==> config.mk <==
export PLATFORM = sky130hd
export DESIGN_NAME = truth_table_sweeper
export DESIGN_NICKNAME = d
export VERILOG_FILES = /design/src/rtl/tt_pkg.sv /design/src/rtl/tt_popcount.sv /design/src/rtl/truth_table_sweeper.sv
export SDC_FILE = /design/constraint.sdc
export NUM_CORES = 1
export LEC_CHECK = 0
export CORE_MARGIN = 5
export CORE_UTILIZATION = 51
export CTS_BUF_LIST = sky130_fd_sc_hd__clkbuf_8 sky130_fd_sc_hd__clkbuf_16
export CTS_CLUSTER_DIAMETER = 100
export DETAILED_ROUTE_END_ITERATION = 10
export PLACE_DENSITY_LB_ADDON = 0.15
export SLEW_MARGIN = 20
export SYNTH_ARGS = -nofsm -noshare
export SYNTH_HDL_FRONTEND = slang
export SYNTH_HIERARCHICAL = 1
export SYNTH_SLANG_ARGS = --single-unit
==> constraint.sdc <==
create_clock -name clk -period 8.7 [get_ports clk]
set_input_delay 1.74 -clock clk [delete_from_list [all_inputs] [get_ports clk]]
set_output_delay 1.74 -clock clk [all_outputs]
set_load 0.02 [all_outputs]
==> src/rtl/tt_pkg.sv <==
// Shared definitions for the truth-table sweeper: FSM state encoding,
// default sizing constants and the row-count helper.
package tt_pkg;

    typedef enum logic [1:0] {
        IDLE,
        DRIVE,
        SAMPLE,
        DONE
    } state_t;

    localparam int DEFAULT_N_VARS = 3;
    localparam int DEFAULT_SETTLE = 1;

    // Number of truth-table rows for an n-input function.
    function automatic int row_count(input int n_vars);
        return 1 << n_vars;
    endfunction

endpackage

==> src/rtl/tt_popcount.sv <==
// Parameterised population count: number of set bits in a WIDTH-bit vector.
module tt_popcount
    import tt_pkg::*;
#(
    parameter int WIDTH   = row_count(DEFAULT_N_VARS),
    parameter int COUNT_W = DEFAULT_N_VARS + 1
) (
    input  logic [WIDTH-1:0]   bits,
    output logic [COUNT_W-1:0] count
);

    // Sum the individual bits; a plain adder chain is fine at table widths.
    always_comb begin
        count = '0;
        for (int i = 0; i < WIDTH; i++) begin
            count = count + COUNT_W'(bits[i]);
        end
    end

endmodule

==> src/rtl/truth_table_sweeper.sv <==
// Truth-table sweeper: walks every input row of an N_VARS-input function,
// holds each row SETTLE extra cycles, and captures the function output into
// a minterm mask with a ones count.
// Optional feature macro: TT_COMPARE_EN builds the comparator against
// 'expected'; without it 'match' is tied low and 'expected' is ignored.
module truth_table_sweeper
    import tt_pkg::*;
#(
    parameter int N_VARS = DEFAULT_N_VARS,
    parameter int SETTLE = DEFAULT_SETTLE
) (
    input  logic                           clk,
    input  logic                           reset,
    input  logic                           start,
    output logic [N_VARS-1:0]              vars_out,
    input  logic                           f_in,
    input  logic [row_count(N_VARS)-1:0]   expected,
    output logic                           busy,
    output logic                           done,
    output logic [row_count(N_VARS)-1:0]   minterms,
    output logic [N_VARS:0]                ones_count,
    output logic                           match
);

    localparam int ROWS = row_count(N_VARS);
    localparam logic [N_VARS-1:0] LAST_ROW = '1;
    // Settle counter runs 0..SETTLE-1 while in DRIVE.
    localparam logic [3:0] SETTLE_LAST = (SETTLE > 0) ? 4'(SETTLE - 1) : 4'd0;
    // With no settle time a row goes straight to capture.
    localparam state_t ROW_ENTRY = (SETTLE > 0) ? DRIVE : SAMPLE;

    state_t            state;
    state_t            state_next;
    logic [N_VARS-1:0] row;
    logic [3:0]        settle_cnt;
    logic              clear_sweep;
    logic              capture;
    logic              advance;
    logic              settle_inc;

    // State register.
    always_ff @(posedge clk) begin
        if (reset) begin
            state <= IDLE;
        end else begin
            state <= state_next;
        end
    end

    // Next-state logic plus the control strobes and decoded outputs.
    always_comb begin
        state_next  = state;
        clear_sweep = 1'b0;
        capture     = 1'b0;
        advance     = 1'b0;
        settle_inc  = 1'b0;
        busy        = 1'b0;
        done        = 1'b0;
        vars_out    = '0;
        case (state)
            IDLE: begin
                if (start) begin
                    clear_sweep = 1'b1;
                    state_next  = ROW_ENTRY;
                end
            end
            DRIVE: begin
                busy     = 1'b1;
                vars_out = row;
                if (settle_cnt == SETTLE_LAST) begin
                    state_next = SAMPLE;
                end else begin
                    settle_inc = 1'b1;
                end
            end
            SAMPLE: begin
                busy     = 1'b1;
                vars_out = row;
                capture  = 1'b1;
                if (row == LAST_ROW) begin
                    state_next = DONE;
                end else begin
                    advance    = 1'b1;
                    state_next = ROW_ENTRY;
                end
            end
            DONE: begin
                done       = 1'b1;
                state_next = IDLE;
            end
            default: state_next = IDLE;
        endcase
    end

    // Row index, settle counter and the captured minterm mask.
    always_ff @(posedge clk) begin
        if (reset) begin
            row        <= '0;
            settle_cnt <= '0;
            minterms   <= '0;
        end else begin
            settle_cnt <= settle_inc ? settle_cnt + 4'd1 : 4'd0;
            if (clear_sweep) begin
                minterms <= '0;
                row      <= '0;
            end
            if (capture) begin
                minterms[row] <= f_in;
            end
            if (advance) begin
                row <= row + 1'b1;
            end
        end
    end

    tt_popcount #(
        .WIDTH   (ROWS),
        .COUNT_W (N_VARS + 1)
    ) u_popcount (
        .bits  (minterms),
        .count (ones_count)
    );

`ifdef TT_COMPARE_EN
    assign match = (minterms == expected);
`else
    logic unused_expected;
    assign unused_expected = ^expected;
    assign match = 1'b0;
`endif

endmodule

== After elaboration in Yosys (flattened, before gate mapping) ==
Index checks and enable logic that the tools add are counted.

* Bits in registers: 17
* Output and inout port bits: 18
* Logic and storage cells: 51

* Equal/unequal tests: 6
* Bitwise operators: 1
* Reduce and logical (&&, ||, !) cells: 7
* Magnitude comparators: 2
* Add/sub/neg operators: 9
* Muxes and demuxes: 22

{| class="wikitable"
|+ Operators by type and width
! kind !! number
|-
| adder 4 x 1 -> 4 bit || 6
|-
| 2-to-1 mux 8 bit || 3
|-
| 2-to-1 mux 1 bit || 10
|-
| 2-to-1 mux 3 bit || 3
|-
| bitwise mux 8 bit || 1
|-
| one-hot mux 2 bit (4 select lines) || 1
|-
| 2-to-1 mux 2 bit || 3
|-
| adder 4 x 1 -> 4 bit (second input constant) || 1
|-
| == test 2 bit (second input constant) || 2
|-
| logical NOT 4 bit || 1
|-
| less-than comparator 3 x 4 -> 1 bit (second input constant) || 1
|-
| != test 2 bit (second input constant) || 2
|-
| OR reduction 2 bit || 2
|-
| adder 3 x 1 -> 3 bit (second input constant) || 1
|-
| demux 1 bit (select 3 bit) || 1
|-
| == test 3 bit (second input constant) || 1
|-
| >= comparator 3 x 1 -> 1 bit (second input constant) || 1
|-
| adder 1 x 1 -> 2 bit || 1
|-
| == test 2 x 1 -> 1 bit (second input constant) || 1
|-
| logical NOT 2 bit || 1
|-
| AND reduction 2 bit || 1
|-
| nonzero test 2 bit || 1
|-
| logical AND 1 bit || 1
|-
| inverter 1 bit || 1
|}

== Longest topological paths before layout ==
* Depth in word-level cells: 7
* Gate-level depth with buffers: 9
* Depth with buffers taken out: 9

== By module ==
Netlist, hierarchy kept.

{| class="wikitable"
|+ By module, submodules not included
! module !! area an instance (µm²) !! instances !! cells each
|-
| truth_table_sweeper || 928.4 || 1 || 106
|-
| tt_popcount || 190.2 || 1 || 24
|}

== Worst setup path after synthesis ==
OpenSTA, ideal clock, no wires.

* Kind: flip-flop to output port
* Start: reg minterms[0]
* End: out ones_count[2]
* Cell stages (with the launch flop): 10
* Slack: 4.037 ns
* Arrival time: 2.923 ns
* Data required time: 6.960 ns
* Path through: dfxtp_1 > inv_1 > fa_1 > fa_1 > fa_1 > inv_1 > ha_1 > inv_1 > fa_1 > xnor2_1

* Longest elaborated chain between the ends: 7

{| class="wikitable"
|+ Ends and longest elaborated chain
! element !! RTL line !! RTL
|-
| start, declared || truth_table_sweeper.sv:20 || <nowiki>output logic [row_count(N_VARS)-1:0] minterms,</nowiki>
|-
| start signal, assigned by index || truth_table_sweeper.sv:108 || <nowiki>minterms[row] <= f_in;</nowiki>
|-
| adder 1 x 1 -> 2 bit || tt_popcount.sv:16 || <nowiki>count = count + COUNT_W'(bits[i]);</nowiki>
|-
| adder 4 x 1 -> 4 bit (6 in a row) || tt_popcount.sv:16 ||
|-
| end, declared || truth_table_sweeper.sv:21 || <nowiki>output logic [N_VARS:0] ones_count,</nowiki>
|}

Every way passes these cells.

== Worst setup path after layout ==
Ends and elaborated chain as after synthesis.

==> metrics.txt <==
top cell type's share of synthesized area 0.3043; Setup CP Type register to output pin; worst clock skew 0.001560 ns; Inst Count DP approximately 170; Max FO, Critical Path 3; synthesized area per cell 8.604 sq um; vias in the first global route 909; CTS tree yes; IO buf count 20; commonest non-fill, non-tap cells in the layout inv_1 (21), clkdlybuf4s50_1 (20), dfxtp_1 (17), a21oi_1 (14), ha_1 (12); pwr/cell area about 140 mW/mm^2; Max Cap Violations 0; via count between 900 and 1000; Sink Count 17; final hold viol count 0; Seq/Total Area, Yosys 0.3043; largest net degree at the start of global routing 15; Starting Density 0.5207; cts bufs inserted 3; DR WL/cell roughly 13 um; Antenna Nets Post-Route 0; Rows 17; FMAX ~190 MHz; Placer Congestion around 0.78; Top Ports 30; RSZ-0062 raised after global routing false; CP endpoint kind output pin; Leak ~0.51 nW; flops & latches, synth 17; final setup vio count 0; period utilization 0.6086; global-route wire length before repair ~3.8 mm; First-pass DRT Iterations 4; fin cells between 150 and 200; setup ws final about 3.4 ns; Hold Path Class register to register; Required @ worst endpoint about 7.0 ns; Reg2Reg Setup Slack slightly above 7 ns; CTS Hold Bufs 0; Yosys cell types 30; Post-CTS Setup Inserts 0; Period minus WS final 5.295 ns; pre-CTS WS roughly 3.7 ns; Antenna Cells 0; Iteration-0 DRC Markers 7; clk slew on worst S/H paths approximately 0.07 ns; Filler cells between 200 and 250; CP Data Arrival Time between 3 and 4 ns; Clock Tree Buf Depth 2; Clock Latency Late Sink between 0.2 and 0.25 ns; WL final around 2.2 mm; NumNets Final 177; root buf cell clkbuf_8; total grt overflow 0; DR vias/cell 5.307; Die W around 57 um; Die H between 50 and 60 um; Slew Limit Fails 0; area of the multi-input gates about 680 sq um; total power slightly below 0.0002 W; worst hold slack approximately 0.47 ns; post-CTS sizing 0; initial antenna violation count 0; core area 0.002148 sq mm; setup TNS 0 ns; Syn Std Cell Area 0.001119 sq mm; Tightest Pin Transition 0.5030 ns; Die Area approximately 0.0032 sq mm; largest cells by area after synthesis dfxtp_1 (30%), ha_1 (13%), fa_1 (7.2%); post-DP HPWL ~1.8 mm; Ys Warns 6; share of layout cells above drive strength 1 0.03378; outcome finished clean; DRC 0; H-tree depth 1; VDD IR-drop max approximately 0.00012 V; post-synth net total 158; GRT Total Usage 0.1447; largest area contributor in the netlist dfxtp_1; Rel. slew slack 0.6636; Register Area about 340 sq um; Worst setup SP type register; most common cell after layout, fill and taps aside inv_1; Synth-to-Final Area Change 22.60%; cells after synthesis between 100 and 150
==> worst max-delay path, cell delays in order, from the launching register on <==
cell	delay (ns)
dfxtp_1	0.38
inv_1	0.09
fa_1	0.56
fa_1	0.43
fa_1	0.43
inv_1	0.07
ha_1	0.17
inv_1	0.06
fa_1	0.37
xnor2_1	0.14
clkdlybuf4s50_1	0.62
==> registers in the layout, indices dropped and copies added (netlist names) <==
register    count
row             3
state           2
settle_cnt      4
minterms        8
==> metrics by stage <==
| step | area, sq um | util |
|---|---|---|
| after floorplan | 1119 | - |
| after global placement | 1326 | 0.6174 |
| after detailed placement | 1326 | 0.6174 |
| after CTS | 1371 | 0.6383 |
| after global routing | 1371 | 0.6383 |
| final | 1371 | 0.6383 |
==> path summary, 6_finish.rpt <==
kind                      start             to  depth (start not counted)
hold reg to reg   settle_cnt[0]  settle_cnt[0]                          1
setup reg to reg       state[0]    minterms[0]                          5
hold / removal    settle_cnt[0]  settle_cnt[0]                          1
setup / recovery    minterms[0]  ones_count[2]                         10
==> cell usage after synthesis, drive strengths merged <==
cell and count:
a2111oi 1, a211oi 1, a21oi 14, a221oi 1, and2 4, buf 2
clkbuf 4, conb 1, dfxtp 17, fa 4, ha 12, inv 20
nand2 3, nand2b 5, nand3 10, nand3b 2, nand4 2, nor2 5
nor2b 5, nor3b 1, o211ai 7, o21ai 1, o311ai 2, or2 1
or3 1, or3b 1, xnor2 2, xor2 1
==> power breakdown <==
group	switching, W	internal (W)	total (W)
sequential	0.00000396	0.0000813	0.0000853
combinational	0.0000316	0.0000220	0.0000537
clock	0.0000258	0.0000312	0.0000570
total	0.0000614	0.000135	0.000196
==> per-layer routing <==
metal	up-vias	routed length [um]	share of wire	track usage
li1	469	-	-	-
met1	440	1033	0.46	0.1734
met2	19	1078	0.48	0.2492
met3	6	104	0.046	0.03908
met4	0	25	0.011	0.04636
met5	-	0	0	0
==> cell families after synthesis <==
group,count (synthesis),synth area share
and+or+nand+nor,40,0.2025
other,1,0.003352
AOI/OAI and AO/OA,27,0.1689
DFF,17,0.3043
buffers and inverters,26,0.09172
adders and majority gates,16,0.2058
xor gates and xnor gates,3,0.02349
==> cell type report <==
type | instances | share of cell area
multi-input cells | 87 | 0.4927
clock inverters | 1 | 0.002737
inverters | 20 | 0.05474
clock buffers | 3 | 0.03011
flip-flops and latches | 17 | 0.2482
repair buffers | 20 | 0.1460
well taps | 28 | 0.02555
(Power assumes the default switching activity.)
